--- config.mk ---
export PLATFORM = sky130hd
export DESIGN_NAME = ram_arbiter
export DESIGN_NICKNAME = d
export VERILOG_FILES = /design/src/rtl/ram_arbiter.sv
export SDC_FILE = /design/constraint.sdc
export NUM_CORES = 1
export LEC_CHECK = 0
export CAP_MARGIN = 10
export CORE_MARGIN = 10
export CORE_UTILIZATION = 40
export CTS_CLUSTER_SIZE = 20
export DETAILED_ROUTE_END_ITERATION = 8
export GPL_ROUTABILITY_DRIVEN = 0
export MAX_ROUTING_LAYER = met4
export PLACE_DENSITY = 0.87
export SETUP_SLACK_MARGIN = 0.5
export SYNTH_ARGS = -nofsm -noshare
export SYNTH_HDL_FRONTEND = slang
export SYNTH_SLANG_ARGS = --single-unit
--- constraint.sdc ---
create_clock -name clk -period 2.3 [get_ports clk]
set_input_delay 0.575 -clock clk [delete_from_list [all_inputs] [get_ports clk]]
set_output_delay 0.575 -clock clk [all_outputs]
set_load 0.01 [all_outputs]
--- src/rtl/ram_arbiter.sv ---
// ram_arbiter: two-requester round-robin front end for a single-port RAM
// with synchronous read. One transaction at a time, four cycles each:
// IDLE (arbitrate + latch) -> ISSUE (RAM strobe) -> WAIT (read data returns)
// -> DONE (ack pulse).
//
// Ports
//   clk, rst                    clock, async active-high reset
//   req0/1, we0/1               request and write/read select per requester
//   addr0/1, wdata0/1           address / write data per requester
//   ack0, ack1                  one-cycle completion pulse per requester
//   rdata                       shared read data, valid with ackN on a read
//   ram_en, ram_we              RAM strobe / write enable
//   ram_addr, ram_din           RAM address / write data
//   ram_dout                    RAM read data (one cycle after ram_en)
module ram_arbiter #(
  parameter int AW = 16,
  parameter int DW = 16
) (
  input  logic          clk,
  input  logic          rst,
  input  logic          req0,
  input  logic          req1,
  input  logic          we0,
  input  logic          we1,
  input  logic [AW-1:0] addr0,
  input  logic [AW-1:0] addr1,
  input  logic [DW-1:0] wdata0,
  input  logic [DW-1:0] wdata1,
  output logic          ack0,
  output logic          ack1,
  output logic [DW-1:0] rdata,
  output logic          ram_en,
  output logic          ram_we,
  output logic [AW-1:0] ram_addr,
  output logic [DW-1:0] ram_din,
  input  logic [DW-1:0] ram_dout
);

  typedef enum logic [1:0] {IDLE, ISSUE, WAIT, DONE} state_t;

  // Transaction captured at the IDLE edge; requester inputs are ignored
  // afterwards so late changes cannot disturb the access in flight.
  typedef struct packed {
    logic          win;
    logic          we;
    logic [AW-1:0] addr;
    logic [DW-1:0] data;
  } txn_t;

  state_t          state, state_nxt;
  txn_t            cur;
  logic            last;     // requester served most recently
  logic            grant;    // combinational winner while in IDLE
  logic            start;
  logic [DW-1:0]   rdata_q;

  // On a tie the requester that was not served last wins; otherwise the
  // only requester wins.
  assign grant = (req0 && req1) ? ~last : req1;
  assign start = (state == IDLE) && (req0 || req1);

  // State register
  always_ff @(posedge clk or posedge rst) begin
    if (rst) state <= IDLE;
    else     state <= state_nxt;
  end

  // Next-state logic
  always_comb begin
    state_nxt = state;
    case (state)
      IDLE:    if (req0 || req1) state_nxt = ISSUE;
      ISSUE:   state_nxt = WAIT;
      WAIT:    state_nxt = DONE;
      DONE:    state_nxt = IDLE;
      default: state_nxt = IDLE;
    endcase
  end

  // Transaction latch, round-robin pointer and read-data register
  always_ff @(posedge clk or posedge rst) begin
    if (rst) begin
      cur     <= '0;
      last    <= 1'b1;
      rdata_q <= '0;
    end else begin
      if (start) begin
        cur.win  <= grant;
        cur.we   <= grant ? we1    : we0;
        cur.addr <= grant ? addr1  : addr0;
        cur.data <= grant ? wdata1 : wdata0;
        last     <= grant;
      end
      // RAM returns data the cycle after the ISSUE strobe; writes keep rdata.
      if (state == WAIT && !cur.we) rdata_q <= ram_dout;
    end
  end

  // Outputs decoded from state so reset drops strobes without a clock edge
  always_comb begin
    ram_en = 1'b0;
    ram_we = 1'b0;
    ack0   = 1'b0;
    ack1   = 1'b0;
    case (state)
      ISSUE: begin
        ram_en = 1'b1;
        ram_we = cur.we;
      end
      DONE: begin
        ack0 = ~cur.win;
        ack1 =  cur.win;
      end
      default: ;
    endcase
  end

  assign ram_addr = cur.addr;
  assign ram_din  = cur.data;
  assign rdata    = rdata_q;

endmodule
---- Word level (Yosys, flattened, before mapping) ----
Cells that the tools add are included.
word-level totals
  output and inout port bits .............. 52
  memories kept ........................... 0
  input bits .............................. 86
  latch bits .............................. 0
  bits in registers ....................... 53
  bits in writable memories ............... 0
  word-level logic and storage cells ...... 29
  ROM bits ................................ 0
operators by class
  bitwise operators ....................... 2
  div/mod/pow operators ................... 0
  reductions and logical operators ........ 6
  equality and inequality tests ........... 4
  shifts and indexed selects .............. 0
  add/subtract/negate cells ............... 0
  mux-type cells .......................... 10
  multiply operators ...................... 0
  order comparisons ....................... 0
operators with widths
  cell                count
  $mux 16             2
  $pmux 2 s4          1
  $mux 1              6
  $eq 2x2->1 const B  2
  $logic_and 1x1->1   3
  $eq 2x1->1 const B  1
  $logic_not 2->1     1
  $mux 2              1
  $ne 2x1->1 const B  1
  $not 1->1           2
  $logic_not 1->1     1
  $logic_or 1x1->1    1

---- Logic depth before layout (Yosys ltp) ----
Gate-level depths: netlist of the first run.
  depth in word-level cells ............... 3
  mapped depth ............................ 7
  mapped depth without buffers ............ 5

---- Worst setup path before layout of the first run ----
No wires, ideal clock.
  kind .................................... flip-flop to flip-flop
  start point ............................. register state[0]
  end point ............................... register rdata_q[0], in the netlist rdata[0]
  stages on the path, launching flop included .. 7
  arrival time ............................ 1.401 ns
  path buffers ............................ 2
  data required time ...................... 2.175 ns
  clock period less this slack ............ 1.526 ns
  library setup time ...................... 0.125 ns
  slack ................................... 0.774 ns
  cell sequence ........................... dfrtp_1 > inv_1 > ha_1 > nor2b_1 > buf_2 > buf_4 > mux2_2
between the ends
  word-level cells in the longest chain between the ends .. 2
ends and longest elaborated chain
  what                    line  text
  start, declared         50    state_t state, state_nxt;
  start signal, assigned  65    else state <= state_nxt;
  $eq 2x2->1              95    if (state == WAIT && !cur.we) rdata_q <= ram_dout;
  $logic_and 1x1->1       95
  end signal, assigned    95
  end, declared           55    logic [DW-1:0] rdata_q;
Every way passes these cells.
A chain may end at the register's enable or synchronous reset.

---- Worst setup path after layout of the first run ----
  start point ............................. register state[1]
  end point ............................... output ram_we
between the ends
  word-level cells in the longest chain between the ends .. 2
ends and longest elaborated chain
  what           line  text
  $eq 2x1->1     105   case (state)
  $mux 1         105
  end, declared  33    output logic ram_we,
Every way passes these cells.

==> flow_summary.yaml, run 1 <==
cts:
  cts_sinks: 53
  clk_pin_slew_ps: 110
  cts_tree: "done"
  hold_buffers: 0
  htreeDepth: 2
  clk_path_buf_depth: 2
  cts_made_buffers: 5
  clkLatencyLatePin_ps: 310
  root_buffer: "clkbuf_8"
worst_hold_path:
  hold_path_class: "flop to flop"
  hold_end: "rdata[12]$_DFFE_PP0P_"
  min-delay-start: "rdata[12]$_DFFE_PP0P_"
  holdPathStages: 1
power_and_ir_drop:
  power.density_nw_per_um2: 1150
  p_seq_share_pct: 36.6
  swShare_pct: 37.6
  power_leakage_uw: 0.00181
  combPwrFrac_pct: 51.4
  p_int_uw: 2840
  vdd_drop_max_v: 0.000610
  p_clk_share_pct: 11.9
  p_sw_uw: 1710
sta:
  period_minus_slack_ps: 1780
  slew_viol_final: 0
  setup_tns_ps: 0
  setup_violations: 0
  hold_slack_ps: 510
  fin_crit_sh_pct: 77.5
  rsz0062_at_grt: "yes"
  worst_pin_slew_ps: 466
  fin_skew_ps: 11.0
  hold_viol: 0
  maxSlewHeadroom_pct: 68.9
  fmax_mhz: 561
yosys:
  ys_warn_count: 0
  ys_seq_elements: 53
  ys.flop_type: "dfrtp_1"
  synthCells: 273
  synth_edf_count: 0
  syn-cell-area_sq_um: 2620
  postSynthAreaPerCell_sq_um: 9.61
  yosysSeqAreaShare_pct: 50.6
  syn_nets: 363
  synth-async-reset-ratio_pct: 100
  netlist-cell-type-count: 19
placement:
  hpwl_mm: 6.03
  place_area_sq_um: 3840
  io_buffers: 137
run:
  maxCapViolCount: 0
drt:
  via_per_inst: 4.83
  detail_route.iter0.violations: 71
  drc_errors: 0
  routed_wl_mm: 7.86
  firstDrtPassIters: 4
  ant_nets: 0
  post_drt_wl_per_cell_um: 17.1
  vias: 2221
global_routing:
  grt_pass1_vias: 2254
  overflow: 0
  grt_pass1_wl_mm: 11.9
  grt_max_degree: 25
  groute.usage.overall_pct: 15.0
  antenna_found_initial: 0
floorplanning:
  io_pins: 138
  die_area_sq_um: 10200
  fp-row-count: 29
  die_w_um: 101
  core_sq_um: 6350
  dieHeight_um: 101
  initial_core_util_pct: 41.3
finish:
  multi_input_area_sq_um: 936
  nets: 472
  drive_gt1_share_pct: 13.8
  area_growth_pct: 50.5
  final_util_pct: 62.1
  insertedDiodeCount: 0
  regArea_sq_um: 1330
  design_area_sq_um: 3950
  fillCellCount: 551
critical_path:
  cp_top_family: "flip-flops"
  cp.depth: 4
  critPathLaunchType: "flop"
  cp.required_ps: 1730
  reg2reg_to: "rdata[5]$_DFFE_PP0P_"
  reg2reg_depth: 6
  cpPeakStageDelay_ps: 410
  path_cells: "inv_2, ha_2, and2_1, buf_2"
  cp_slowest_cell: "dfrtp_1"
  cp.arrival_ps: 1210
  crit_start: "state[1]$_DFFE_PP0P_"
  worstPathMaxFanout: 4
  critPathCaptureType: "output pin"
  path_class: "flop to output pin"
  cp_num_buf_inv: 2
  timing.rr.start: "state[0]$_DFFE_PP0P_"
  ff2ff_setup_slack_ps: 610
run_status:
  outcome: "finished, final reports clean"
## how the worst max path moves through the flow
stage / end
finish: ram_we
floorplan: rdata[0]$_DFFE_PP0P_
CTS: ram_we
global route: ram_we
detailed placement: ram_din[1]$_DFFE_PP0P_
global placement: ram_addr[3]$_DFFE_PP0P_
## layout by cell type, fill, tap and decap left out, types with 3 or more instances in the layout
cell type,n
clkdlybuf4s50_1,85
a21oi_1,67
dfrtp_1,52
nor2_1,35
nand2_1,34
dlygate4sd2_1,34
mux2_2,17
dlymetal6s2s_1,14
buf_4,11
clkbuf_8,5
ha_2,3
buf_2,3
## layout make-up
cell class              count  share of cell area [%]
repair buffers            151                    37.4
clock buffers               5                    1.74
well taps                  77                    2.44
inverters                   3                   0.380
multi-input cells         168                    23.7
clock inverters             3                   0.634
flip-flops and latches     53                    33.6
## flip-flops by register name, indices dropped and copies added, names as in the netlist
| register | count |
|---|---|
| cur | 2 |
| last | 1 |
| ram_addr | 16 |
| ram_din | 16 |
| rdata | 16 |
| state | 2 |
## cell families (layout without fill, tap and decap cells)
logic type / count (synthesis) / count (layout) / synth area share, %
compound gates: 74 / 74 / 15.3
fa+ha+maj: 4 / 4 / 1.91
buf+inv: 52 / 162 / 14.0
flops: 53 / 53 / 50.6
mux: 17 / 17 / 7.30
simple gates: 73 / 73 / 10.8
## power by group through the flow
| stage | clock, uW | combinational (uW) | sequential (uW) |
|---|---|---|---|
| floorplan | 0 | 1580 | 1720 |
| global placement | 0 | 2550 | 1680 |
| detailed placement | 0 | 2600 | 1710 |
| CTS | 570 | 2380 | 1680 |
| global route | 609 | 2570 | 1730 |
| finish | 543 | 2340 | 1670 |
## per-layer routing
metal | vias to the layer above | share of wire, % | track usage (%)
met5 | - | 0 | -
met4 | 0 | 0.37 | 2.89
met3 | 2 | 6.1 | 4.46
met2 | 85 | 52 | 25.9
met1 | 1045 | 42 | 16.8
li1 | 1089 | - | -
## timing repair
item                       in CTS  in global routing
resized for setup              50                 19
buffers inserted                1                  2
setup endpoints to repair      38                 47
cloned                          0                  0
## through the flow
step | std cells | total power (uW) | setup WS (ps)
floorplan | 273 | 3300 | 774
global placement | 449 | 4230 | 294
detailed placement | 449 | 4310 | 248
CTS | 458 | 4630 | 472
global route | 460 | 4910 | 445
finish | 460 | 4550 | 518
## worst reg2reg max path: stages, from the launching register on
cell and delay (ps):
dfrtp_1 410, buf_4 140, inv_1 100, ha_1 180, nor2b_1 130, buf_4 250, mux2_2 370
## Yosys cell counts, types with 2 or more instances
| cell type | count | area, sq um |
|---|---|---|
| buf_6 | 3 | 33.8 |
| a21oi_1 | 67 | 335 |
| buf_4 | 37 | 278 |
| a31oi_1 | 2 | 12.5 |
| buf_2 | 9 | 45.0 |
| nand2_1 | 34 | 128 |
| dfrtp_1 | 52 | 1300 |
| and2_1 | 2 | 12.5 |
| mux2_2 | 17 | 191 |
| ha_1 | 4 | 50.1 |
| nor2_1 | 35 | 131 |
| inv_1 | 3 | 11.3 |
| nor2b_1 | 2 | 12.5 |
Power figures use the tool's default switching activity.
==> run 2, diff against run 1 <==
clock period = 1.8 ns   (was 2.3 ns; I/O delays follow)
==> run 2 against run 1 <==
Against the previous run:
- combinational power up 140%
- utilization up 18 points
- count of clock-buffer cells in the layout up 2
- critical path depth down 1
==> flow_summary.yaml, run 2 (synthesis gave the netlist of run 1 again) <==
critical_path:
  cp.arrival_ps: 1240
  cp.required_ps: 1350
  cp_slowest_cell: "dfrtp_2"
  worstPathMaxFanout: 3
  critPathLaunchType: "flop"
  critPathCaptureType: "output pin"
  cpPeakStageDelay_ps: 460
  path_cells: "ha_2, nor2b_4, buf_2"
  cp_top_family: "flip-flops"
  cp_num_buf_inv: 1
  path_class: "flop to output pin"
drt:
  ant_nets: 0
  vias: 2651
  firstDrtPassIters: 4
  routed_wl_mm: 10.8
  detail_route.iter0.violations: 93
  drc_errors: 0
  via_per_inst: 5.15
  post_drt_wl_per_cell_um: 21.0
global_routing:
  grt_pass1_wl_mm: 13.9
  groute.usage.overall_pct: 17.6
  overflow: 0
  grt_pass1_vias: 2695
  antenna_found_initial: 0
  grt_max_degree: 54
cts:
  cts_tree: "done"
  clkLatencyLatePin_ps: 310
  htreeDepth: 2
  cts_sinks: 53
  clk_path_buf_depth: 2
  clk_pin_slew_ps: 100
  root_buffer: "clkbuf_8"
  cts_made_buffers: 5
sta:
  period_minus_slack_ps: 1690
  hold_slack_ps: 527
  slew_viol_final: 0
  fin_crit_sh_pct: 94.0
  hold_viol: 0
  fmax_mhz: 591
  setup_tns_ps: 0
  fin_skew_ps: 7.03
  setup_violations: 0
  maxSlewHeadroom_pct: 77.0
  worst_pin_slew_ps: 345
  rsz0062_at_grt: "yes"
power_and_ir_drop:
  vdd_drop_max_v: 0.00101
  power_leakage_uw: 0.00217
  power.density_nw_per_um2: 1700
floorplanning:
  die_area_sq_um: 10200
  die_w_um: 101
  core_sq_um: 6350
  fp-row-count: 29
  dieHeight_um: 101
  io_pins: 138
  initial_core_util_pct: 41.3
placement:
  io_buffers: 137
  hpwl_mm: 6.18
finish:
  insertedDiodeCount: 0
  layout_common_cells: "clkdlybuf4s50_1, dfrtp_1, buf_6, buf_4, a21oi_2"
  final_util_pct: 80.1
  area_growth_pct: 93.9
  nets: 527
  drive_gt1_share_pct: 53.7
  final_common_cell: "clkdlybuf4s50_1"
worst_hold_path:
  hold_path_class: "flop to flop"
run_status:
  outcome: "finished, final reports clean"
run:
  maxCapViolCount: 0
-- run 2: worst reg2reg max path: stages, from the launching register on --
cell and delay (ps):
dfrtp_2 460, buf_6 150, inv_8 60, ha_4 120
nor2b_4 220, clkbuf_16 200, mux2_4 310
-- run 2: routing by layer --
layer / wire length [um] / track usage [%] / part of all wire, % / up-vias
met5: 0 / - / 0 / -
met4: 141 / 4.82 / 1.3 / 0
met3: 757 / 5.28 / 7.0 / 13
met2: 5650 / 29.2 / 52 / 107
met1: 4250 / 20.2 / 39 / 1321
li1: - / - / - / 1210
-- run 2: final cells by class --
type	count	area, sq um
Sequential cell	53	1330
Multi-Input combinational cell	172	1510
Timing Repair Buffer	202	2040
Tap cell	77	96.3
Inverter	3	22.5
Clock inverter	1	7.51
Clock buffer	7	76.3
Fill cell	376	1260
-- run 2: path summary, 6_finish.rpt --
path	from	end	slack, ps	depth (start not counted)
max in group asynchronous	rst	last$_DFFE_PP1P_	950	3
worst min register to register	ram_din[0]$_DFFE_PP0P_	ram_din[0]$_DFFE_PP0P_	530	2
worst min-delay path	ram_din[0]$_DFFE_PP0P_	ram_din[0]$_DFFE_PP0P_	530	2
worst max-delay path	state[0]$_DFFE_PP0P_	ack0	110	3
min in group asynchronous	rst	ram_din[10]$_DFFE_PP0P_	560	3
worst max register to register	state[0]$_DFFE_PP0P_	rdata[1]$_DFFE_PP0P_	160	6
-- run 2: what timing repair did --
| action | 4_1_cts | 5_1_grt |
|---|---|---|
| cloned | 8 | 1 |
| buffers inserted | 24 | 26 |
| hold buffers | 0 | 0 |
| gates resized for setup | 246 | 144 |
| pin swaps | 3 | 28 |
| endpoints found under the setup margin | 103 | 104 |
-- run 2: through the flow --
stage                     power (uW)  std cells  cell area, sq um  worst slack [ps]
after floorplan                 4280        273              2660               352
after global placement          5460        448              3890              21.0
after detailed placement        5610        448              3890             -81.8
after CTS                       6890        488              4240               140
final                           8670        515              5090               108
after global routing            9110        515              5090              75.7
-- run 2: power by group --
part           leakage [uW]  switching [uW]  internal, uW  total, uW
clock network     0.0000385             407           277        684
registers          0.000600             490          1820       2310
logic               0.00153            2400          3280       5670
total               0.00217            3290          5370       8670
